<file path="config.mk">
export PLATFORM = sky130hd
export DESIGN_NAME = div_unit
export DESIGN_NICKNAME = d
export VERILOG_FILES = /design/src/rtl/cpu_pkg.sv /design/src/rtl/div_step.sv /design/src/rtl/div_unit.sv
export SDC_FILE = /design/constraint.sdc
export NUM_CORES = 1
export LEC_CHECK = 0
export BUFFER_PORTS_ARGS = -buffer_cell sky130_fd_sc_hd__buf_2
export CAP_MARGIN = 20
export CORE_ASPECT_RATIO = 1.1
export CORE_MARGIN = 2
export CORE_UTILIZATION = 40
export DETAILED_ROUTE_END_ITERATION = 16
export PLACE_DENSITY_LB_ADDON = 0.12
export SLEW_MARGIN = 20
export SYNTH_ARGS = -nofsm -noshare
export SYNTH_HDL_FRONTEND = slang
export SYNTH_SLANG_ARGS = --single-unit
</file>
<file path="constraint.sdc">
create_clock -name clk -period 2.75 [get_ports clk]
set_input_delay 0.1375 -clock clk [delete_from_list [all_inputs] [get_ports clk]]
set_output_delay 0.1375 -clock clk [all_outputs]
set_load 0.03 [all_outputs]
</file>
<file path="src/rtl/cpu_pkg.sv">
// Shared CPU typedefs, including the state encoding of the iterative divider.
package cpu_pkg;

   typedef logic [31:0] t_word;

   typedef enum logic [2:0] {
      S_IDLE,
      S_CHECK,
      S_DIV,
      S_FIX,
      S_DONE
   } t_div_state;

endpackage

</file>
<file path="src/rtl/div_step.sv">
// One combinational restoring shift-subtract step of the divider.
module div_step #(
   parameter int unsigned WIDTH = 16
) (
   input  logic [WIDTH-1:0] rem_in,
   input  logic             bit_in,
   input  logic [WIDTH-1:0] divisor,
   output logic [WIDTH-1:0] rem_out,
   output logic             q_bit
);

   logic [WIDTH:0] shifted;
   logic [WIDTH:0] diff;

   // rem_in < divisor always holds, so the top bit of the WIDTH+1-bit difference is the borrow.
   always_comb begin
      shifted = {rem_in, bit_in};
      diff    = shifted - {1'b0, divisor};
      q_bit   = ~diff[WIDTH];
      rem_out = q_bit ? diff[WIDTH-1:0] : shifted[WIDTH-1:0];
   end

endmodule

</file>
<file path="src/rtl/div_unit.sv">
// Iterative restoring divider, one quotient bit per cycle.
// Define DIV_SIGNED_EN for two's-complement operands (default build is unsigned).
module div_unit
   import cpu_pkg::*;
#(
   parameter int unsigned WIDTH = 16
) (
   input  logic             clk,
   input  logic             rst,
   input  logic             start,
   input  logic [WIDTH-1:0] dividend,
   input  logic [WIDTH-1:0] divisor,
   output logic             busy,
   output logic             done,
   output logic [WIDTH-1:0] quotient,
   output logic [WIDTH-1:0] remainder,
   output logic             div_zero
);

   localparam int unsigned CNT_W = $clog2(WIDTH) + 1;

   t_div_state state_q, state_d;

   logic [WIDTH-1:0] dvd_q, dvs_q;
   logic [WIDTH-1:0] rem_q, shf_q;
   logic [CNT_W-1:0] cnt_q;
   logic [WIDTH-1:0] quotient_q, remainder_q;
   logic             div_zero_q;

   logic [WIDTH-1:0] dvd_mag, dvs_mag;
   logic [WIDTH-1:0] q_fix, r_fix;
   logic [WIDTH-1:0] step_rem;
   logic             step_q;

   div_step #(
      .WIDTH(WIDTH)
   ) u_div_step (
      .rem_in (rem_q),
      .bit_in (shf_q[WIDTH-1]),
      .divisor(dvs_mag),
      .rem_out(step_rem),
      .q_bit  (step_q)
   );

`ifdef DIV_SIGNED_EN
   logic dvd_neg, dvs_neg;

   // Quotient truncates toward zero; remainder follows the dividend's sign.
   always_comb begin
      dvd_neg = dvd_q[WIDTH-1];
      dvs_neg = dvs_q[WIDTH-1];
      dvd_mag = dvd_neg ? -dvd_q : dvd_q;
      dvs_mag = dvs_neg ? -dvs_q : dvs_q;
      q_fix   = (dvd_neg ^ dvs_neg) ? -shf_q : shf_q;
      r_fix   = dvd_neg ? -rem_q : rem_q;
   end
`else
   always_comb begin
      dvd_mag = dvd_q;
      dvs_mag = dvs_q;
      q_fix   = shf_q;
      r_fix   = rem_q;
   end
`endif

   always_ff @(posedge clk or posedge rst) begin
      if (rst) begin
         state_q <= S_IDLE;
      end else begin
         state_q <= state_d;
      end
   end

   always_comb begin
      state_d = state_q;
      case (state_q)
         S_IDLE:  if (start) state_d = S_CHECK;
         S_CHECK: state_d = (dvs_q == '0) ? S_DONE : S_DIV;
         S_DIV:   if (cnt_q == CNT_W'(WIDTH - 1)) state_d = S_FIX;
         S_FIX:   state_d = S_DONE;
         S_DONE:  state_d = S_IDLE;
         default: state_d = S_IDLE;
      endcase
   end

   always_comb begin
      busy = (state_q != S_IDLE);
      done = (state_q == S_DONE);
   end

   // Quotient bits enter shf_q at the LSB as dividend bits leave at the MSB.
   always_ff @(posedge clk or posedge rst) begin
      if (rst) begin
         dvd_q       <= '0;
         dvs_q       <= '0;
         rem_q       <= '0;
         shf_q       <= '0;
         cnt_q       <= '0;
         quotient_q  <= '0;
         remainder_q <= '0;
         div_zero_q  <= 1'b0;
      end else begin
         case (state_q)
            S_IDLE: begin
               if (start) begin
                  dvd_q <= dividend;
                  dvs_q <= divisor;
               end
            end
            S_CHECK: begin
               if (dvs_q == '0) begin
                  quotient_q  <= '1;
                  remainder_q <= dvd_q;
                  div_zero_q  <= 1'b1;
               end else begin
                  rem_q <= '0;
                  shf_q <= dvd_mag;
                  cnt_q <= '0;
               end
            end
            S_DIV: begin
               rem_q <= step_rem;
               shf_q <= {shf_q[WIDTH-2:0], step_q};
               cnt_q <= cnt_q + 1'b1;
            end
            S_FIX: begin
               quotient_q  <= q_fix;
               remainder_q <= r_fix;
               div_zero_q  <= 1'b0;
            end
            default: ;
         endcase
      end
   end

   assign quotient  = quotient_q;
   assign remainder = remainder_q;
   assign div_zero  = div_zero_q;

endmodule

</file>
==> results of run 1 <==
==> metal layers <==
metal  vias up  global-route usage (%)  share of wire, %
li1       2066                       -                 -
met2        92                    30.9                47
met5         -                       0                 0
met1      1993                    26.2                48
met4         0                    4.23              0.87
met3        11                    4.87               4.2
==> power by group through the flow <==
stage | combinational (mW) | clock (mW) | sequential, mW
after floorplan | 2.91 | 0 | 3.10
after global placement | 4.30 | 0 | 2.81
after detailed placement | 4.37 | 0 | 2.83
after CTS | 4.55 | 1.38 | 2.82
after global routing | 5.14 | 1.44 | 2.91
final | 4.65 | 1.34 | 2.82
==> cell type report <==
cell class	count	area, sq um	share of cell area [%]
clock buffer	12	246	3.86
clock inverter	4	60.1	0.940
inverter	21	82.6	1.29
multi-input combinational	397	2460	38.6
sequential	105	2630	41.1
tap	157	196	3.08
timing repair buffer	105	711	11.1
==> worst max-delay path by stage <==
stage / start / to / slack, ps
2_1_floorplan: q_fix[15] / r_fix[14] / 100
3_3_place_gp: q_fix[15] / r_fix[14] / 60
3_5_place_dp: q_fix[15] / r_fix[0] / 20
4_1_cts: q_fix[15] / r_fix[0] / 20
5_1_grt: q_fix[15] / r_fix[8] / -2
6_report: q_fix[15] / r_fix[14] / 120
==> cell families after synthesis <==
| kind of cell | count (synthesis) |
|---|---|
| adder cells (fa/ha/maj) | 19 |
| buffers and inverters | 52 |
| XOR/XNOR | 15 |
| AO/OA/AOI/OAI | 120 |
| AND/OR/NAND/NOR | 196 |
| multiplexers | 47 |
| flip-flops | 105 |
==> through the flow <==
step	area (sq um)	util [%]	hold slack [ps]	worst slack, ps	std cells
2_1_floorplan	5270	-	254	102	554
3_3_place_gp	5850	45.8	277	59.3	767
3_5_place_dp	5850	45.8	287	20.0	767
4_1_cts	6340	49.7	1.32	23.5	800
5_1_grt	6390	50.1	10.4	-2.18	801
6_report	6390	50.1	13.3	118	801
==> repair_timing <==
item                                   CTS  global route
setup buffers                            1             1
gates cloned                             1             0
gates resized for setup                  4             6
hold buffers                            15             0
pin swaps                                2             1
setup endpoints to repair                1             7
endpoints found under the hold margin   40             0
==> cells in the final DEF, fill, tap and decap left out, types with 6 or more instances in the layout <==
| cell type | count |
|---|---|
| dfrtp_1 | 105 |
| mux2i_1 | 29 |
| nand2b_1 | 6 |
| buf_2 | 69 |
| ha_1 | 17 |
| inv_1 | 18 |
| dlygate4sd3_1 | 15 |
| o21ai_0 | 48 |
| buf_4 | 17 |
| nand3_1 | 9 |
| clkbuf_16 | 9 |
| xnor2_1 | 7 |
| o22ai_1 | 8 |
| nor2_1 | 38 |
| xor2_1 | 7 |
| nand2_1 | 117 |
| mux2_2 | 17 |
| a21oi_1 | 24 |
| a31oi_1 | 20 |
==> sequential cells by signal (all words and copies together) (netlist names) <==
signal / flops
cnt_q: 5
remainder: 16
r_fix: 16
div_zero: 1
dvd_mag: 16
dvs_mag: 16
quotient: 16
q_fix: 16
state_q: 3
==> worst register-to-register path, stage by stage (launching register included) <==
cell	delay [ps]
dfrtp_1	390
inv_2	80
ha_4	130
inv_2	30
fa_2	330
a211o_1	290
a211oi_2	200
nand4b_1	150
nand2_2	100
xor2_4	240
buf_12	180
buf_12	110
nor2_2	30
a211o_1	260
==> results.md, run 1 <==
* Commonest cells in the netlist: 117 x nand2_1, 105 x dfrtp_1, 49 x o21ai_0
* Crit path required time at between 2000 and 3000 ps
* Status: finished clean
* Clock Path Buffers at 2
* Fmax at approximately 380 MHz
* Cell-internal power at 4.99 mW
* Via total after detailed routing at 4162
* Area grow syn2layout at 21.2%
* Stages on the worst setup path at 13
* Cell variety after synth at slightly above 50
* Clk_skew at 11.4 ps
* Power consumption at between 8 and 9 mW
* Post-synth EDFFs at 0
* Setup_tns at 0 ps
* Chip width at 113 microns
* Mapped cell area at 5270 sq um
* # rows at 43
* P_sw at between 3 and 4 mW
* First-pass GRT wire length at ~22 mm
* Layout cell share with drive strength beyond 1 at 21.9%
* Area contributors post-synth: dfrtp_1 50%, nand2_1 8.3%, mux2i_1 5.5%, o21ai_0 4.7%, ha_1 4.3%
* Final setup violation count at 0
* Worst path buffer plus inverter count at 4
* Inserted Clock Buffers at 9
* Unrepaired setup endpoints after global routing: true
* YS warnings at 0
* Hpwl dp at 9.01 mm
* Vias in the first global route at about 4200
* Reg power frac at approximately 32%
* Synth Area in XOR/XNOR at under 10%
* Clk pin slew, worst setup/hold paths at 70 ps
* RePlAce Congestion at just under 0.9
* Via-to-Cell Ratio at between 5 and 6
* Die Y at ~120 microns
* Most instantiated library cell after synthesis: nand2_1
* Final net count at just under 700
* Sw frac at 43.3%
* DR WL/cell at 16.3 microns
* Worst reg-to-reg path cell count at 13
* R2R Path End: r_fix[14]
* CP max stage delay at 390 ps
* Minimum clock period at around 2600 ps
* Mapped Cells at between 500 and 600
* Total global routing overflow at 0
* Worst skew pair latency at 350 ps
* Simple-Gate Fraction of Synth Area at between 10% and 20%
* Worst-Margin Slew at 928 ps
* Worst slew margin at 38.1%
* Hold Vio Cnt, Final at 0
* CP Class: register to register
* Syn_area_per_cell at about 9.5 sq um
* Syn nets at just over 600
* Multiplexer share of the synthesized area at under 10%
* Internal reg-to-reg setup slack at about 120 ps
* Synth top area share at 49.9%
* Destination of the worst hold path: dvs_mag[3]
* Die area at around 14000 sq um
* Hold crit path type: primary input to register
* CTS Root Cell: clkbuf_16
* Post-synthesis adder-cell area fraction at between 4 and 5%
* Flops & latches, synth at around 110
* Routed Antenna Nets at 0
* Fin. max-slew vios at 0
* Largest net degree at the start of global routing at 52
* Maximum VDD drop at between 500 and 600 uV
* Async set or reset register ratio after synthesis at between 90% and 100%
* Core Region at around 13000 sq um
* CTS Sinks at around 110
* Gate power share at 52.8%
* Starting density of the core at approximately two fifths
* Compound-Gate Fraction of Synth Area at around an eighth
* Synth Flop Type: dfrtp_1
* Hold Path Stages at 3
* Crit path max-delay cell type: dfrtp_1
* Drt first pass iters at 5
* Antenna Diode Count at 0
* Port Buffers at between 60 and 70
* Area leader, netlist: dfrtp_1
* HP Start: divisor[3]
* H-tree levels at 3
* Overall global routing resource usage at around a fifth
* CTS tree: done
* Max Cap Viol at 0
* Sequential area share after synthesis at about half
* Crit Path Max Fanout at 8
* RR Startpoint: q_fix[15]
* Power Density at about 1400 nW/um^2
* CP delay by family, top: compound AO/OA/AOI/OAI gates
* IO Count at 70
* FILL cells at between 1000 and 1500
* Initial antenna violation count at 0
* Clock network power share at approximately 15%
* Tcrit/Tclk final at 95.7%
* Final WL at about 13 mm
* DRC viols at 0
* Initial drt markers at roughly 220
* Leak at around 3 nW
* Largest family of logic cells by synthesized area: simple AND/OR/NAND/NOR gates
* CP Cell Sequence: inv_2, ha_4, inv_2, fa_2, a211o_1, a211oi_2, nand4b_1, nand2_2, xor2_4, buf_12, buf_12, nor2_2, a211o_1
* Crit end category: register
* Data arrival, critical path at around 2900 ps
* Crit path launch type: register
Note: power is estimated with default switching activity, not from simulation.
==> run 2: changes to the inputs <==
==> constraint.sdc (replaced) <==
create_clock -name clk -period 2.75 [get_ports clk]
set_input_delay 0.55 -clock clk [delete_from_list [all_inputs] [get_ports clk]]
set_output_delay 0.55 -clock clk [all_outputs]
set_load 0.03 [all_outputs]
==> run 2 against run 1 <==
  * Combinational power up 2%
  * Fmax down 0.43%
  * Register-to-register slack about the same
  * Sequential power about the same
  * Clock-buffer cell count down 3
  * Flip-flop and latch count unchanged
  * Largest power group unchanged
  * Largest cell class unchanged
  * Global-route usage down 0.36 points
  * Critical path type unchanged
  * Via count about the same
  * Highest routed layer unchanged
==> results.md, run 2 (same netlist as run 1, synthesis figures left out) <==
* Status: finished clean (unchanged)
* CTS Sinks at 105 (unchanged)
* Max Cap Viol at 0 (unchanged)
* CTS Root Cell: clkbuf_16 (unchanged)
* Fin cells at 790 (was 801)
* Maximum VDD drop at 722 uV (was 574 uV)
* Worst-Margin Slew at 952 ps (was 928 ps)
* Setup ws final at 107 ps (was 118 ps)
* Minimum clock period at 2640 ps (was 2630 ps)
* Commonest non-fill, non-tap cell in the layout: nand2_1 (unchanged)
* Chip width at 113 microns (unchanged)
* Initial antenna violation count at 0 (unchanged)
* Antenna Diode Count at 0 (unchanged)
* Power Density at 1400 nW/um^2 (was 1380 nW/um^2)
* Final net count at 683 (was 693)
* Hpwl dp at 9.09 mm (was 9.01 mm)
* Crit Path Max Fanout at 5 (was 8)
* First-pass GRT wire length at 21.4 mm (was 21.6 mm)
* Most frequent cells in the layout: 117 x nand2_1, 105 x dfrtp_1, 69 x buf_2 (unchanged)
* Clk pin slew, worst setup/hold paths at 70 ps (about the same)
* Inserted Clock Buffers at 9 (unchanged)
* Drt first pass iters at 5 (unchanged)
* Via total after detailed routing at 4163 (was 4162)
* Total global routing overflow at 0 (unchanged)
* Routed Antenna Nets at 0 (unchanged)
* CP Class: register to register (unchanged)
* Clk_skew at 8.68 ps (was 11.4 ps)
* Post-Route Utilization at 49.3% (was 50.1%)
* Die Y at 124 microns (unchanged)
* DR WL/cell at 16.1 microns (was 16.3 microns)
* RePlAce Congestion at 0.891 (was 0.876)
* M3 GR Usage at 3.21% (was 4.87%)
* Tcrit/Tclk final at 96.1% (was 95.7%)
* IO Count at 70 (unchanged)
* Starting density of the core at 41.3% (unchanged)
* Clock Path Buffers at 2 (unchanged)
* Largest net degree at the start of global routing at 52 (unchanged)
* Overall global routing resource usage at 18.9% (was 19.2%)
* Unrepaired setup endpoints after global routing: true (unchanged)
* Setup_tns at 0 ps (unchanged)
* Hold crit path type: primary input to asynchronous set/reset pin (was primary input to register)
* Core Region at 12800 sq um (unchanged)
* Vias in the first global route at 4192 (was 4237)
* Crit path launch type: register (unchanged)
* Final WL at 12.7 mm (was 13.0 mm)
* Place WS at -13.3 ps (was 20.0 ps)
* M2 GR Usage at 28.0% (was 30.9%)
* Leak at 2.99 nW (was 3.03 nW)
* CTS tree: done (unchanged)
* Data arrival, critical path at 2850 ps (was 2870 ps)
* Layout cell share with drive strength beyond 1 at 23.4% (was 21.9%)
* Die area at 14100 sq um (unchanged)
* Hold buffers post-CTS at 0 (was 15)
* Met1 Usage GRT at 27.8% (was 26.2%)
* Crit end category: register (unchanged)
* Fmax at 378 MHz (was 380 MHz)
* Initial drt markers at 220 (was 216)
* Global route hottest layer: met2 (unchanged)
* Placed Instances at 768 (was 767)
* # rows at 43 (unchanged)
* Final setup violation count at 0 (unchanged)
* H-tree levels at 3 (unchanged)
* Worst slew margin at 36.5% (was 38.1%)
* Via-to-Cell Ratio at 5.27 (was 5.20)
* Fin. max-slew vios at 0 (unchanged)
* DRC viols at 0 (unchanged)
* Worst skew pair latency at 350 ps (about the same)
* Hold Vio Cnt, Final at 0 (unchanged)
* Port Buffers at 69 (unchanged)
* Crit path required time at 2960 ps (was 2990 ps)
* Area grow syn2layout at 19.3% (was 21.2%)
run 2: per-layer routing:
metal | share of wire (%) | up-vias | wire length (microns)
li1 | - | 2052 | -
met1 | 49 | 2014 | 6200
met2 | 46 | 84 | 5880
met3 | 3.7 | 13 | 464
met4 | 1.3 | 0 | 163
met5 | 0 | - | 0
run 2: through the flow:
| stage | hold slack, ps | cell area [sq um] | total power [mW] |
|---|---|---|---|
| floorplan | 465 | 5270 | 6.01 |
| global placement | 464 | 5870 | 7.12 |
| detailed placement | 477 | 5870 | 7.19 |
| CTS | 336 | 6200 | 8.69 |
| global route | 374 | 6280 | 9.54 |
| finish | 323 | 6280 | 8.83 |
run 2: final cells by class:
type	instances	area, sq um
clock buffers	9	225
clock inverters	6	67.6
fillers	1204	6470
inverters	21	82.6
multi-input cells	397	2460
flip-flops and latches	105	2630
well taps	157	196
repair buffers	95	621
run 2: where the power goes:
part	switching [mW]	total [mW]	leakage, nW	internal, mW
clock network	0.580	1.29	0.138	0.706
registers	0.561	2.81	1.31	2.25
logic	2.66	4.73	1.54	2.07
total	3.80	8.83	2.99	5.03
run 2: final timing paths:
kind | from | endpoint | slack (ps) | depth (start not counted)
min reg2reg | quotient[8] | quotient[8] | 500 | 2
min | rst | q_fix[5] | 320 | 2
max | q_fix[15] | r_fix[5] | 110 | 13
min in group clk | divisor[2] | dvs_mag[2] | 410 | 3
max reg2reg | q_fix[15] | r_fix[5] | 110 | 13
max in group asynchronous | rst | cnt_q[2] | 1810 | 3
run 2: repair_timing:
| item | CTS | global route |
|---|---|---|
| setup buffers | 2 | 4 |
| endpoints found under the setup margin | 3 | 16 |
| gates resized for setup | 1 | 11 |
| pin swaps | 0 | 6 |
| cloned | 0 | 1 |
run 2: worst max-delay path: stages (launching register included):
cell and delay (ps):
dfrtp_1 390, inv_2 80, ha_4 120, inv_2 40, fa_2 380, a211o_1 310, a211oi_2 180, nand4b_1 150
nand2_2 90, xor2_4 220, buf_12 160, buf_4 120, mux2i_1 190, o22ai_1 90
==> run 3: changes to the inputs <==
BUFFER_PORTS_ARGS = unset   (was -buffer_cell sky130_fd_sc_hd__buf_2)
DONT_BUFFER_PORTS = 1   (was unset)
SLEW_MARGIN = 10   (was 20)
==> run 3 against run 2 <==
  * First-iteration DRC count grew 13%
  * Clock power up 5%
  * Clock skew is 1.6 ps lower
  * Die area is the same
  * Routed wire length is 1.4% lower
  * Combinational power decreased by 20%
  * Fmax hardly changed
  * Cell count down 8.7%
  * Largest power group unchanged
  * Highest routed layer unchanged
==> results.md, run 3 (same netlist as run 1, synthesis figures left out) <==
* Max Cap Viol at 0 (unchanged)
* Initial antenna violation count at 0 (unchanged)
* Die area at 14100 sq um (unchanged)
* FILL cells at 1217 (was 1204)
* Fmax at 378 MHz (about the same)
* Total global routing overflow at 0 (unchanged)
* CP max stage delay at 390 ps (about the same)
* Final WL at 12.5 mm (was 12.7 mm)
* DR WL/cell at 17.4 microns (was 16.1 microns)
* Setup_tns at 0 ps (unchanged)
* Multi-input gate area at 2470 sq um (was 2460 sq um)
* Power Density at 1430 nW/um^2 (was 1400 nW/um^2)
* Leak at 2.69 nW (was 2.99 nW)
* Hold buffers post-CTS at 0 (unchanged)
* Setup ws final at 105 ps (was 107 ps)
* H-tree levels at 3 (unchanged)
* Antenna Diode Count at 0 (unchanged)
* Clk pin slew, worst setup/hold paths at 70 ps (about the same)
* Layout cell share with drive strength beyond 1 at 14.0% (was 23.4%)
* Crit Path Max Fanout at 5 (unchanged)
* Tcrit/Tclk final at 96.2% (was 96.1%)
* CTS tree: done (unchanged)
* CTS Sinks at 105 (unchanged)
* Minimum clock period at 2650 ps (was 2640 ps)
* Most frequent cells in the layout: 117 x nand2_1, 105 x dfrtp_1, 48 x o21ai_0 (was 117 x nand2_1, 105 x dfrtp_1, 69 x buf_2)
* Worst skew pair latency at 360 ps (was 350 ps)
* Final setup violation count at 0 (unchanged)
* Fin. max-slew vios at 0 (unchanged)
* Maximum VDD drop at 570 uV (was 722 uV)
* CP Class: register to register (unchanged)
* Commonest non-fill, non-tap cell in the layout: nand2_1 (unchanged)
* Worst slew margin at 34.0% (was 36.5%)
* Hpwl dp at 8.71 mm (was 9.09 mm)
* Drt first pass iters at 4 (was 5)
* Via total after detailed routing at 3926 (was 4163)
* CP Cell Sequence: inv_2, ha_4, inv_2, fa_2, a211o_1, a211oi_2, nand4b_1, nand2_2, xor2_4, buf_6, mux2i_1, o22ai_1 (was inv_2, ha_4, inv_2, fa_2, a211o_1, a211oi_2, nand4b_1, nand2_2, xor2_4, buf_12, buf_4, mux2i_1, o22ai_1)
* Clk_skew at 7.05 ps (was 8.68 ps)
* CP most frequent cell: inv_2 (unchanged)
* Post-Route Utilization at 46.3% (was 49.3%)
* Unrepaired setup endpoints after global routing: true (unchanged)
* Largest net degree at the start of global routing at 106 (was 52)
* IO Count at 70 (unchanged)
* Initial drt markers at 249 (was 220)
* Place WS at -54.0 ps (was -13.3 ps)
* Crit path launch type: register (unchanged)
* DRC viols at 0 (unchanged)
* Chip width at 113 microns (unchanged)
* Crit path max-delay cell type: dfrtp_1 (unchanged)
* CTS Root Cell: clkbuf_16 (unchanged)
* Hold crit path type: primary input to asynchronous set/reset pin (unchanged)
* FF/Latch Area at 2630 sq um (unchanged)
* Area grow syn2layout at 12.0% (was 19.3%)
* First-pass GRT wire length at 21.0 mm (was 21.4 mm)
* RePlAce Congestion at 0.856 (was 0.891)
* Via-to-Cell Ratio at 5.45 (was 5.27)
* Final net count at 613 (was 683)
* Crit path required time at 2980 ps (was 2960 ps)
* Worst-Margin Slew at 990 ps (was 952 ps)
* Port Buffers at 0 (was 69)
* Worst hold slack at 224 ps (was 323 ps)
* # rows at 43 (unchanged)
* Status: finished clean (unchanged)
* Core Region at 12800 sq um (unchanged)
* Overall global routing resource usage at 18.8% (was 18.9%)
* Starting density of the core at 41.3% (unchanged)
* Crit end category: register (unchanged)
* Inserted Clock Buffers at 9 (unchanged)
* Die Y at 124 microns (unchanged)
* Vias in the first global route at 3856 (was 4192)
* Data arrival, critical path at 2870 ps (was 2850 ps)
* Clock Path Buffers at 2 (unchanged)
* Routed Antenna Nets at 0 (unchanged)
* Hold Vio Cnt, Final at 0 (unchanged)
## run 3: stage by stage
stage	power [mW]	cell area (sq um)	instances
finish	8.46	5900	721
CTS	8.46	5860	720
global route	9.12	5900	721
global placement	6.93	5520	703
detailed placement	6.99	5520	703
floorplan	6.01	5270	554
## run 3: worst max-delay path, delay by kind of cell, from the launching register on
family / cells / cell delay (ps)
mux: 1 / 200
compound gates: 3 / 610
fa+ha+maj: 2 / 480
simple gates: 2 / 270
xor+xnor: 1 / 300
buf+inv: 3 / 280
flops: 1 / 390
## run 3: layout make-up
type	count	area share, %
clock inverters	6	1.23
inverters	21	1.40
flip-flops and latches	105	44.5
clock buffers	10	4.05
multi-input cells	398	41.9
well taps	157	3.33
repair buffers	24	3.52
## run 3: repair_timing
action / 4_1_cts / 5_1_grt
setup buffers: 0 / 1
pin swaps: 1 / 7
gates cloned: 1 / 0
setup endpoints to repair: 10 / 15
gates resized for setup: 3 / 10
## run 3: per-layer routing
layer	GRT usage (%)	routed length, microns
met1	26.7	6060
met2	27.8	5630
met3	5.30	651
met4	5.52	192
met5	0	0
## run 3: power breakdown
part	internal, mW	switching [mW]	leakage [nW]
combinational	1.73	2.07	1.24
clock	0.741	0.617	0.150
sequential	2.24	1.06	1.31
## run 3: worst paths after layout
check	start	to	slack [ps]	cells past startpoint
max	q_fix[15]	r_fix[3]	100	12
min	rst	quotient[2]	220	2
max reg2reg	q_fix[15]	r_fix[3]	100	12
min reg2reg	q_fix[2]	q_fix[3]	510	2
max in group asynchronous	rst	state_q[1]	2090	2
min in group clk	divisor[11]	dvs_mag[11]	310	2
